==> src/rtl/imem_loader_pkg.sv <==
// Shared definitions for the instruction-memory loader.
//   state_t      : loader FSM states
//   SYNC_BYTE    : frame start marker
//   ACK_OK/ERR   : acknowledge bytes returned to the host
//   ERR_*        : err_code values
package loader_pkg;

    typedef enum logic [2:0] {
        S_IDLE,
        S_LEN_HI,
        S_LEN_LO,
        S_DATA,
        S_CSUM,
        S_ACK
    } state_t;

    localparam logic [7:0] SYNC_BYTE = 8'hA5;
    localparam logic [7:0] ACK_OK    = 8'h4B;
    localparam logic [7:0] ACK_ERR   = 8'h45;

    localparam logic [1:0] ERR_NONE    = 2'd0;
    localparam logic [1:0] ERR_LEN     = 2'd1;
    localparam logic [1:0] ERR_CSUM    = 2'd2;
    localparam logic [1:0] ERR_TIMEOUT = 2'd3;

endpackage

==> src/rtl/imem_loader_if.sv <==
// Byte-stream, acknowledge and instruction-RAM write signals of the loader.
//   rx_data/rx_valid : byte from the UART receiver (one-cycle strobe)
//   tx_data/tx_valid : acknowledge byte to the UART transmitter
//   tx_ready         : transmitter accepts tx_data when tx_valid=1
//   wr_en/addr/data  : instruction RAM write port
// slave  : the loader side
// master : the UART / RAM environment side
interface imem_loader_if #(
    parameter int ADDR_W = 8
) ();

    logic [7:0]        rx_data;
    logic              rx_valid;
    logic [7:0]        tx_data;
    logic              tx_valid;
    logic              tx_ready;
    logic              wr_en;
    logic [ADDR_W-1:0] wr_addr;
    logic [31:0]       wr_data;

    modport slave (
        input  rx_data, rx_valid, tx_ready,
        output tx_data, tx_valid, wr_en, wr_addr, wr_data
    );

    modport master (
        output rx_data, rx_valid, tx_ready,
        input  tx_data, tx_valid, wr_en, wr_addr, wr_data
    );

endinterface

==> src/rtl/imem_loader_timeout.sv <==
// Inter-byte timeout timer (down-counter with terminal-count compare).
//   clk, rst_n : clock, async active-low reset
//   clear      : reload the full timeout window (a byte arrived)
//   enable     : count down while the loader is inside a frame
//   expire     : window used up with no byte; only meaningful while enabled
module loader_timeout #(
    parameter int TIMEOUT_CYC = 1000000
) (
    input  logic clk,
    input  logic rst_n,
    input  logic clear,
    input  logic enable,
    output logic expire
);

    localparam int CNT_W = (TIMEOUT_CYC > 2) ? $clog2(TIMEOUT_CYC) : 1;
    localparam logic [CNT_W-1:0] LOAD = CNT_W'(TIMEOUT_CYC - 1);

    logic [CNT_W-1:0] cnt;

    // Loaded with TIMEOUT_CYC-1 on each byte, so expiry is seen
    // TIMEOUT_CYC-1 cycles later and acted on at the following edge.
    always_ff @(posedge clk or negedge rst_n) begin
        if (!rst_n) begin
            cnt <= '0;
        end else if (clear) begin
            cnt <= LOAD;
        end else if (enable && (cnt != '0)) begin
            cnt <= cnt - 1'b1;
        end
    end

    assign expire = enable && (cnt == '0);

endmodule

==> src/rtl/imem_loader.sv <==
// Instruction-memory loader: frames a UART byte stream
// (A5, LEN_HI, LEN_LO, N*4 big-endian data bytes, CSUM), writes the words
// into the instruction RAM and acknowledges with 0x4B (ok) or 0x45 (error).
//   clk, rst_n : clock, async active-low reset
//   bus        : rx byte stream, tx acknowledge, RAM write port
//   cpu_hold   : CPU held in reset while high
//   busy       : FSM not idle
//   done       : one-cycle pulse when a successful load is acknowledged
//   err        : sticky error flag, cleared by the next accepted sync byte
//   err_code   : 0 none, 1 bad length, 2 checksum, 3 timeout
//
// state    | meaning
// ---------+---------------------------------------------------
// S_IDLE   | waiting for sync byte, other bytes ignored
// S_LEN_HI | waiting for upper length byte
// S_LEN_LO | waiting for lower length byte, range check
// S_DATA   | collecting data bytes, one RAM write per 4 bytes
// S_CSUM   | waiting for checksum byte
// S_ACK    | acknowledge byte pending until tx_ready
module imem_loader
    import loader_pkg::*;
#(
    parameter int ROM_SIZE      = 256,
    parameter int ADDR_W        = 8,
    parameter int TIMEOUT_CYC   = 1000000,
    parameter bit HOLD_AT_RESET = 1'b0
) (
    input  logic              clk,
    input  logic              rst_n,
    imem_loader_if.slave      bus,
    output logic              cpu_hold,
    output logic              busy,
    output logic              done,
    output logic              err,
    output logic [1:0]        err_code
);

    localparam logic [15:0] MAX_LEN = 16'(ROM_SIZE);

    state_t      state;
    logic [7:0]  len_hi;
    logic [15:0] len;
    logic [15:0] word_idx;
    logic [1:0]  byte_cnt;
    logic [7:0]  csum;
    logic [23:0] shift;
    logic        tmr_en;
    logic        tmr_expire;
    logic [15:0] len_rx;

    assign len_rx = {len_hi, bus.rx_data};
    assign tmr_en = (state == S_LEN_HI) || (state == S_LEN_LO) ||
                    (state == S_DATA)   || (state == S_CSUM);
    assign busy   = (state != S_IDLE);

    loader_timeout #(
        .TIMEOUT_CYC (TIMEOUT_CYC)
    ) u_timeout (
        .clk    (clk),
        .rst_n  (rst_n),
        .clear  (bus.rx_valid),
        .enable (tmr_en),
        .expire (tmr_expire)
    );

    always_ff @(posedge clk or negedge rst_n) begin
        if (!rst_n) begin
            state        <= S_IDLE;
            len_hi       <= '0;
            len          <= '0;
            word_idx     <= '0;
            byte_cnt     <= '0;
            csum         <= '0;
            shift        <= '0;
            bus.tx_data  <= '0;
            bus.tx_valid <= 1'b0;
            bus.wr_en    <= 1'b0;
            bus.wr_addr  <= '0;
            bus.wr_data  <= '0;
            cpu_hold     <= HOLD_AT_RESET;
            done         <= 1'b0;
            err          <= 1'b0;
            err_code     <= ERR_NONE;
        end else begin
            bus.wr_en <= 1'b0;
            done      <= 1'b0;
            // A byte arriving on the expiry cycle takes priority.
            if (tmr_expire && !bus.rx_valid) begin
                err          <= 1'b1;
                err_code     <= ERR_TIMEOUT;
                bus.tx_data  <= ACK_ERR;
                bus.tx_valid <= 1'b1;
                state        <= S_ACK;
            end else begin
                case (state)
                    S_IDLE: begin
                        if (bus.rx_valid && (bus.rx_data == SYNC_BYTE)) begin
                            state    <= S_LEN_HI;
                            cpu_hold <= 1'b1;
                            err      <= 1'b0;
                            err_code <= ERR_NONE;
                            word_idx <= '0;
                            byte_cnt <= '0;
                            csum     <= '0;
                        end
                    end
                    S_LEN_HI: begin
                        if (bus.rx_valid) begin
                            len_hi <= bus.rx_data;
                            state  <= S_LEN_LO;
                        end
                    end
                    S_LEN_LO: begin
                        if (bus.rx_valid) begin
                            len <= len_rx;
                            if ((len_rx == 16'd0) || (len_rx > MAX_LEN)) begin
                                err          <= 1'b1;
                                err_code     <= ERR_LEN;
                                bus.tx_data  <= ACK_ERR;
                                bus.tx_valid <= 1'b1;
                                state        <= S_ACK;
                            end else begin
                                state <= S_DATA;
                            end
                        end
                    end
                    S_DATA: begin
                        if (bus.rx_valid) begin
                            csum     <= csum + bus.rx_data;
                            shift    <= {shift[15:0], bus.rx_data};
                            byte_cnt <= byte_cnt + 2'd1;
                            if (byte_cnt == 2'd3) begin
                                bus.wr_en   <= 1'b1;
                                bus.wr_addr <= word_idx[ADDR_W-1:0];
                                bus.wr_data <= {shift, bus.rx_data};
                                word_idx    <= word_idx + 16'd1;
                                if (word_idx == (len - 16'd1)) begin
                                    state <= S_CSUM;
                                end
                            end
                        end
                    end
                    S_CSUM: begin
                        if (bus.rx_valid) begin
                            bus.tx_valid <= 1'b1;
                            state        <= S_ACK;
                            if (bus.rx_data == csum) begin
                                bus.tx_data <= ACK_OK;
                            end else begin
                                err         <= 1'b1;
                                err_code    <= ERR_CSUM;
                                bus.tx_data <= ACK_ERR;
                            end
                        end
                    end
                    S_ACK: begin
                        if (bus.tx_ready) begin
                            bus.tx_valid <= 1'b0;
                            state        <= S_IDLE;
                            // Failed loads keep the CPU held.
                            if (!err) begin
                                cpu_hold <= 1'b0;
                                done     <= 1'b1;
                            end
                        end
                    end
                    default: state <= S_IDLE;
                endcase
            end
        end
    end

endmodule

==> src/flat_wrapper.sv <==
// flat-port wrapper written by rule: the top's interface ports become plain ports
module imem_loader_flat import loader_pkg::*;
#(
    parameter int ROM_SIZE      = 256,
    parameter int ADDR_W        = 8,
    parameter int TIMEOUT_CYC   = 1000000,
    parameter bit HOLD_AT_RESET = 1'b0
)
  (clk, rst_n, cpu_hold, busy, done, err, err_code, bus_rx_data, bus_rx_valid, bus_tx_ready, bus_tx_data, bus_tx_valid, bus_wr_en, bus_wr_addr, bus_wr_data);
  imem_loader_if #(.ADDR_W(ADDR_W)) bus_i ();
  input  logic clk;
  input  logic rst_n;
  output logic cpu_hold;
  output logic busy;
  output logic done;
  output logic err;
  output logic [1:0] err_code;
  input wire logic [$bits(bus_i.rx_data)-1:0] bus_rx_data;
  input wire logic [$bits(bus_i.rx_valid)-1:0] bus_rx_valid;
  input wire logic [$bits(bus_i.tx_ready)-1:0] bus_tx_ready;
  output wire logic [$bits(bus_i.tx_data)-1:0] bus_tx_data;
  output wire logic [$bits(bus_i.tx_valid)-1:0] bus_tx_valid;
  output wire logic [$bits(bus_i.wr_en)-1:0] bus_wr_en;
  output wire logic [$bits(bus_i.wr_addr)-1:0] bus_wr_addr;
  output wire logic [$bits(bus_i.wr_data)-1:0] bus_wr_data;
  assign bus_i.rx_data = bus_rx_data;
  assign bus_i.rx_valid = bus_rx_valid;
  assign bus_i.tx_ready = bus_tx_ready;
  assign bus_tx_data = bus_i.tx_data;
  assign bus_tx_valid = bus_i.tx_valid;
  assign bus_wr_en = bus_i.wr_en;
  assign bus_wr_addr = bus_i.wr_addr;
  assign bus_wr_data = bus_i.wr_data;
  imem_loader #(.ROM_SIZE(ROM_SIZE), .ADDR_W(ADDR_W), .TIMEOUT_CYC(TIMEOUT_CYC), .HOLD_AT_RESET(HOLD_AT_RESET)) u_core (.clk(clk), .rst_n(rst_n), .bus(bus_i), .cpu_hold(cpu_hold), .busy(busy), .done(done), .err(err), .err_code(err_code));
endmodule
==> config.mk <==
export PLATFORM = sky130hd
export DESIGN_NAME = imem_loader_flat
export DESIGN_NICKNAME = d
export VERILOG_FILES = /design/src/rtl/imem_loader_pkg.sv /design/src/rtl/imem_loader_if.sv /design/src/rtl/imem_loader_timeout.sv /design/src/rtl/imem_loader.sv /design/src/flat_wrapper.sv
export SDC_FILE = /design/constraint.sdc
export NUM_CORES = 1
export LEC_CHECK = 0
export ABC_AREA = 0
export CAP_MARGIN = 20
export CORE_ASPECT_RATIO = 0.9
export CORE_MARGIN = 2
export CORE_UTILIZATION = 25
export CTS_CLUSTER_SIZE = 24
export DETAILED_ROUTE_END_ITERATION = 10
export PLACE_DENSITY = 0.49
export SKIP_CTS_REPAIR_TIMING = 1
export SYNTH_ARGS = -nofsm -noshare
export SYNTH_HDL_FRONTEND = slang
export SYNTH_SLANG_ARGS = --single-unit
==> constraint.sdc <==
create_clock -name clk -period 3.19 [get_ports clk]
set_input_delay 0.638 -clock clk [delete_from_list [all_inputs] [get_ports clk]]
set_output_delay 0.638 -clock clk [all_outputs]
set_load 0.02 [all_outputs]
==> results.sh, run 1 <==
export IMPL_status="completed"
export IMPL_p_sw_w=0.002201
export IMPL_drc=0
export IMPL_synth_compound_area_share_pct=8.589
export IMPL_fillCellCount=2929
export IMPL_dr_pass1_iters=4
export IMPL_clkSlewWorstSetupHoldPaths_ns=0.07
export IMPL_synthMuxAreaShare_pct=3.798
export IMPL_die_y_microns=163.3
export IMPL_antennaDiodeCount=0
export IMPL_finalCritPeriodShare_pct=91.15
export IMPL_dieArea_sq_mm=0.02956
export IMPL_async_flop_share_pct=100.0
export IMPL_yosysWarnings=0
export IMPL_hp_class="primary input to asynchronous set/reset pin"
export IMPL_powerDensity_mw_per_mm2=727.7
export IMPL_setup_violations=0
export IMPL_synth_fa_ha_area_share_pct=2.413
export IMPL_io_pins=68
export IMPL_max_cap_viol_count=0
export IMPL_gp_congestion=0.7946
export IMPL_cts_sinks=147
export IMPL_grt_pass1_vias=5512
export IMPL_crit_path_top_delay_cell="or4_1"
export IMPL_vias=5380
export IMPL_finalNonFillerCells=1203
export IMPL_rsz0062_at_grt="false"
export IMPL_start_kind="flop"
export IMPL_dp_cells=1172
export IMPL_maxSlewViolCount=0
export IMPL_clockPowerShare_pct=30.1
export IMPL_dp_hpwl_microns=12360
export IMPL_cp_cell_sequence="inv_1 -> ha_1 -> or3b_2 -> or4_1 -> nor3_1 -> xnor2_1 -> o2111ai_1 -> o31ai_2 -> buf_4 -> a21oi_1"
export IMPL_power_frac_comb_pct=28.6
export IMPL_grt_pass1_wl_microns=29830
export IMPL_p_leak_nw=4.003
export IMPL_critPathKind="flop to flop"
export IMPL_p_sw_share_pct=34.18
export IMPL_initial_utilization_pct=25.30
export IMPL_max_freq_mhz=343.9
export IMPL_grt_overflow=0
export IMPL_yosysSeqAreaShare_pct=52.17
export IMPL_hold_viol=0
export IMPL_worstMarginPinSlew_ns=0.6956
export IMPL_fp_row_count=58
export IMPL_slowest_delay_ns=0.59
export IMPL_wl_per_cell_microns=14.79
export IMPL_synth_xor_area_share_pct=5.839
export IMPL_cts_made_buffers=17
export IMPL_endpoint_kind="flop"
export IMPL_grt_usage_pct=12.78
export IMPL_max_slew_margin_pct=53.63
export IMPL_h_tree_depth=4
export IMPL_cp_arrival_ns=3.22
export IMPL_min_period_ns=2.908
export IMPL_core_area_sq_mm=0.02787
export IMPL_rrSetupSlack_ns=0.28
export IMPL_syn_area_per_cell_sq_um=9.413
export IMPL_fin_util_pct=31.76
export IMPL_yosys_register_bits=147
export IMPL_drtIter0Drc=392
export IMPL_synth_top_family_by_area="simple AND/OR/NAND/NOR gates"
export IMPL_p_int_w=0.004239
export IMPL_fin_worst_skew_ns=0.01007
export IMPL_irDropWorstVdd_mv=0.3408
export IMPL_syn_to_final_growth_pct=25.52
export IMPL_synth_edf_count=0
export IMPL_clockBufferDepth=2
export IMPL_power_frac_seq_pct=41.3
export IMPL_viasPerCell=4.472
export IMPL_worstPathMaxFanout=6
export IMPL_grt_max_degree=73
export IMPL_portBuffers=64
export IMPL_synth_cell_types=62
export IMPL_power_w=0.006440
export IMPL_drtAntennaViolNets=0
export IMPL_wirelength_microns=17790
export IMPL_root_buffer="clkbuf_16"
export IMPL_final_nets=856
export IMPL_yosys_area_share_simple_pct=24.24
export IMPL_die_w_microns=181.0
export IMPL_cts_tree="yes"
export IMPL_drive_gt1_share_pct=11.39
export IMPL_cp_required_ns=3.50
export IMPL_clock_latency_ns=0.42
export IMPL_synthFlopType="dfrtp_1"
export IMPL_grt_antenna_before_repair=0
export IMPL_syn_area_sq_mm=0.007051
export IMPL_syn_inst=749
-- synthesized netlist by cell type (4+ instances only) --
cell type,n,area (sq um)
or3_1,12,75.07
mux2_2,21,236.5
nor2_1,41,153.9
dfrtp_1,147,3679
nand4_1,6,37.54
a22o_1,4,35.03
o21ai_1,15,75.07
nor4_1,7,43.79
nand2_1,225,844.6
a21o_1,6,45.04
and3_1,7,43.79
xor2_1,24,210.2
clkbuf_1,29,108.9
or4_1,11,82.58
nand2b_1,10,62.56
xnor2_1,23,201.4
o21ai_0,17,85.08
a21oi_1,21,105.1
or2_1,6,37.54
ha_1,12,150.1
nor3_1,19,95.09
nand3_1,13,65.06
inv_1,10,37.54
buf_4,5,37.54
-- logic make-up after synthesis --
logic type | after synthesis
xor+xnor | 47
buf+inv | 49
compound gates | 92
fa+ha+maj | 13
flops | 147
mux | 24
other cells | 1
simple gates | 376
-- per-layer routing --
layer	vias to the layer above	wire length (microns)	global-route usage, %
li1	2701	-	-
met1	2594	9250	17.97
met2	79	7914	20.07
met3	6	482	2.586
met4	0	139	3.437
met5	-	0	0
-- power groups by stage --
stage	sequential (W)	clock (W)	combinational [W]
floorplan	0.00258	0	0.00131
global placement	0.00269	0	0.00183
detailed placement	0.00269	0	0.00186
CTS	0.00266	0.00200	0.00186
global route	0.00273	0.00210	0.00208
finish	0.00266	0.00194	0.00184
-- flip-flops by register name, summed over array words and instances (netlist names) --
| name | cells |
|---|---|
| u_core.shift | 24 |
| u_core.err | 1 |
| u_core.err_code | 2 |
| u_core.bus.tx_valid | 1 |
| u_core.cpu_hold | 1 |
| u_core.bus.wr_en | 1 |
| u_core.bus.wr_addr | 8 |
| u_core.u_timeout.cnt | 20 |
| u_core.byte_cnt | 2 |
| u_core.state | 3 |
| u_core.len | 16 |
| u_core.bus.tx_data | 3 |
| u_core.done | 1 |
| u_core.len_hi | 8 |
| u_core.bus.wr_data | 32 |
| u_core.csum | 8 |
| u_core.word_idx | 16 |
-- through the flow --
stage | hold slack (ns) | TNS [ns] | instance area (sq um) | setup WS [ns]
floorplan | 0.3424 | 0 | 7058 | 0.5210
global route | 0.2907 | 0 | 8850 | 0.06616
global placement | 0.4545 | -0.1492 | 8284 | -0.05226
finish | 0.2401 | 0 | 8850 | 0.2823
CTS | 0.2687 | 0 | 8850 | 0.2660
detailed placement | 0.4557 | -0.2151 | 8284 | -0.07318
-- critical path: cells and delay by family, from the launching register on --
family | cells | cell delay [ns]
simple gates | 3 | 1.34
xor+xnor | 1 | 0.16
buf+inv | 2 | 0.25
fa+ha+maj | 1 | 0.20
flops | 1 | 0.41
compound gates | 3 | 0.44
-- worst paths after layout --
check                                  from                     end  depth (start not counted)
hold / removal                        rst_n         u_core.shift[6]                          1
max in group asynchronous             rst_n      u_core.word_idx[9]                          2
min in group clk           u_core.shift[22]  u_core.bus.wr_data[30]                          2
setup reg to reg              u_core.len[0]         u_core.state[1]                         10
setup / recovery              u_core.len[0]         u_core.state[1]                         10
hold reg to reg            u_core.shift[22]  u_core.bus.wr_data[30]                          2
-- cells in the final DEF (no fill, tap or decap), types with 3 or more instances in the layout --
master / count
or3_1: 12
buf_4: 31
nor4_1: 7
conb_1: 3
xor2_1: 24
nor2_1: 41
inv_1: 10
a21o_1: 6
o21a_1: 3
buf_12: 3
a22o_1: 4
nor3_1: 19
or2_1: 6
clkbuf_16: 17
clkdlybuf4s50_1: 63
mux2_2: 21
xnor2_1: 23
nand2_1: 225
o211ai_1: 3
ha_1: 12
or4_1: 11
inv_6: 5
nand2b_1: 10
o21ai_1: 15
o32a_1: 3
nor3b_1: 3
and3_1: 7
dfrtp_1: 147
clkinv_4: 4
nand3_1: 13
or3b_1: 3
a21oi_1: 21
o21ai_0: 17
nand4_1: 6
-- cell type report --
type	count	area (sq um)	area share, %
Clock buffer	18	439.2	4.963
Tap cell	360	450.4	5.090
Clock inverter	13	126.4	1.428
Inverter	12	45.04	0.5090
Sequential cell	147	3679	41.57
Timing Repair Buffer	98	934.6	10.56
Multi-Input combinational cell	555	3176	35.88
(Power assumes the default switching activity.)
==> run 2, diff against run 1 <==
--- a/config.mk
+++ b/config.mk
@@ -5,14 +5,14 @@
 export SDC_FILE = /design/constraint.sdc
 export NUM_CORES = 1
 export LEC_CHECK = 0
-export ABC_AREA = 0
 export CAP_MARGIN = 20
 export CORE_ASPECT_RATIO = 0.9
-export CORE_MARGIN = 2
+export CORE_MARGIN = 5
 export CORE_UTILIZATION = 25
 export CTS_CLUSTER_SIZE = 24
 export DETAILED_ROUTE_END_ITERATION = 10
 export PLACE_DENSITY = 0.49
+export SETUP_SLACK_MARGIN = 0.4
 export SKIP_CTS_REPAIR_TIMING = 1
 export SYNTH_ARGS = -nofsm -noshare
 export SYNTH_HDL_FRONTEND = slang
==> run 2 against run 1 <==
Sequential share of layout area down 0.48 points; sequential power about the same; final cell count about the same; clock skew up 0.0052 ns; clock-buffer cell count up 1; total power up 3.2%; core utilization up 0.38 points; combinational power up 3%; highest routed layer unchanged.
==> results.sh, run 2 (synthesized netlist as in run 1, its figures left out) <==
export IMPL_status="completed"
export IMPL_setup_tns_final_ns=0
export IMPL_viasPerCell=4.482
export IMPL_antennaDiodeCount=0
export IMPL_clkSlewWorstSetupHoldPaths_ns=0.06
export IMPL_h_tree_depth=4
export IMPL_p_leak_nw=4.035
export IMPL_cp_arrival_ns=3.02
export IMPL_worst_slack_ns=0.4786
export IMPL_die_w_microns=187.0
export IMPL_min_period_ns=2.711
export IMPL_final_common_cell="nand2_1"
export IMPL_place_ws_ns=-0.02276
export IMPL_powerDensity_mw_per_mm2=742.3
export IMPL_power_w=0.006648
export IMPL_max_slew_margin_pct=60.78
export IMPL_io_pins=68
export IMPL_max_cap_viol_count=0
export IMPL_grt_usage_pct=11.70
export IMPL_fin_worst_skew_ns=0.01529
export IMPL_crit_path_top_delay_cell="or4_4"
export IMPL_worstMarginPinSlew_ns=0.5883
export IMPL_hold_viol=0
export IMPL_whs_ns=0.1821
export IMPL_largestRegisters="u_core.bus.wr_data: 32 flops, u_core.shift: 24 flops, u_core.u_timeout.cnt: 20 flops"
export IMPL_rsz0062_at_grt="false"
export IMPL_wl_per_cell_microns=14.88
export IMPL_drtIter0Drc=394
export IMPL_crit_buf_inv=1
export IMPL_fillCellCount=2907
export IMPL_start_kind="primary input"
export IMPL_grt_antenna_before_repair=1
export IMPL_finalCritPeriodShare_pct=85.00
export IMPL_cp_cell_sequence="clkdlybuf4s50_1 -> or4_4 -> or3_1 -> nand4_1 -> nand2b_1 -> a211o_1 -> or2_1 -> o32a_1"
export IMPL_cts_made_buffers=17
export IMPL_initial_utilization_pct=25.30
export IMPL_grt_max_degree=59
export IMPL_vias=5396
export IMPL_hp_class="primary input to asynchronous set/reset pin"
export IMPL_maxSlewViolCount=0
export IMPL_slowest_delay_ns=0.57
export IMPL_die_y_microns=169.3
export IMPL_drtAntennaViolNets=0
export IMPL_grt_pass1_wl_microns=30020
export IMPL_critPathKind="primary input to flop"
export IMPL_endpoint_kind="flop"
export IMPL_irDropWorstVdd_mv=0.3524
export IMPL_clockBufferDepth=2
export IMPL_grt_pass1_vias=5593
export IMPL_grt_overflow=0
export IMPL_max_freq_mhz=368.8
export IMPL_wirelength_microns=17910
export IMPL_portBuffers=64
export IMPL_cp_required_ns=3.49
export IMPL_dp_hpwl_microns=12740
export IMPL_largest_register="u_core.bus.wr_data"
export IMPL_fp_row_count=58
export IMPL_layout_common_cells="nand2_1, dfrtp_1, clkdlybuf4s50_1"
export IMPL_critical_path_top_delay_family="simple AND/OR/NAND/NOR gates"
export IMPL_cts_sinks=147
export IMPL_clock_latency_ns=0.43
export IMPL_core_area_sq_mm=0.02787
export IMPL_setup_violations=0
export IMPL_gp_congestion=0.8252
export IMPL_root_buffer="clkbuf_16"
export IMPL_final_nets=856
export IMPL_dr_pass1_iters=6
export IMPL_drive_gt1_share_pct=12.68
export IMPL_syn_to_final_growth_pct=27.03
export IMPL_largest_reg_flops=32
export IMPL_drc=0
export IMPL_worstPathMaxFanout=3
export IMPL_cts_tree="yes"
export IMPL_dieArea_sq_mm=0.03167
## run 2: path summary, 6_finish.rpt
path	startpoint	to	slack, ns	cells past startpoint
max in group asynchronous	rst_n	u_core.bus.wr_data[9]	2.14	2
min in group clk	u_core.shift[16]	u_core.bus.wr_data[24]	0.47	2
worst min register to register	u_core.shift[16]	u_core.bus.wr_data[24]	0.47	2
worst min-delay path	rst_n	u_core.bus.wr_data[31]	0.18	1
worst max-delay path	bus_rx_data[1]	u_core.err	0.48	8
worst max register to register	u_core.len[4]	u_core.state[1]	0.50	7
## run 2: worst reg2reg max path: stages, from the launching register on
cell and delay (ns):
dfrtp_2 0.46, or4_4 0.62, nor4_4 0.33, or3b_1 0.41
o311ai_2 0.11, o2111ai_2 0.21, o31ai_4 0.32, a21oi_1 0.11
## run 2: routing by layer
metal	GRT usage [%]	part of all wire (%)
met1	16.26	50
met2	18.13	45
met3	3.455	4.7
met4	2.797	0.92
met5	0	0
## run 2: report_power, final
group / total [W] / leakage [nW] / internal [W] / switching (W)
registers: 0.00267 / 1.90 / 0.00226 / 0.000408
logic: 0.00189 / 1.85 / 0.000894 / 0.000992
clock network: 0.00209 / 0.291 / 0.00126 / 0.000824
## run 2: metrics by stage
step                      instance area [sq um]  utilization, %  instances
final                                      8956           32.14       1204
after detailed placement                   8237           29.56       1169
after floorplan                            7058               -        751
after CTS                                  8853           31.77       1201
after global routing                       8956           32.14       1204
after global placement                     8237           29.56       1169
## run 2: cell type report
cell class / count / area (sq um) / share of cell area [%]
clock inverters: 13 / 173.9 / 1.942
flip-flops and latches: 147 / 3680 / 41.09
multi-input cells: 555 / 3239 / 36.17
clock buffers: 19 / 442.9 / 4.946
repair buffers: 98 / 924.6 / 10.32
well taps: 360 / 450.4 / 5.029
inverters: 12 / 45.04 / 0.5029
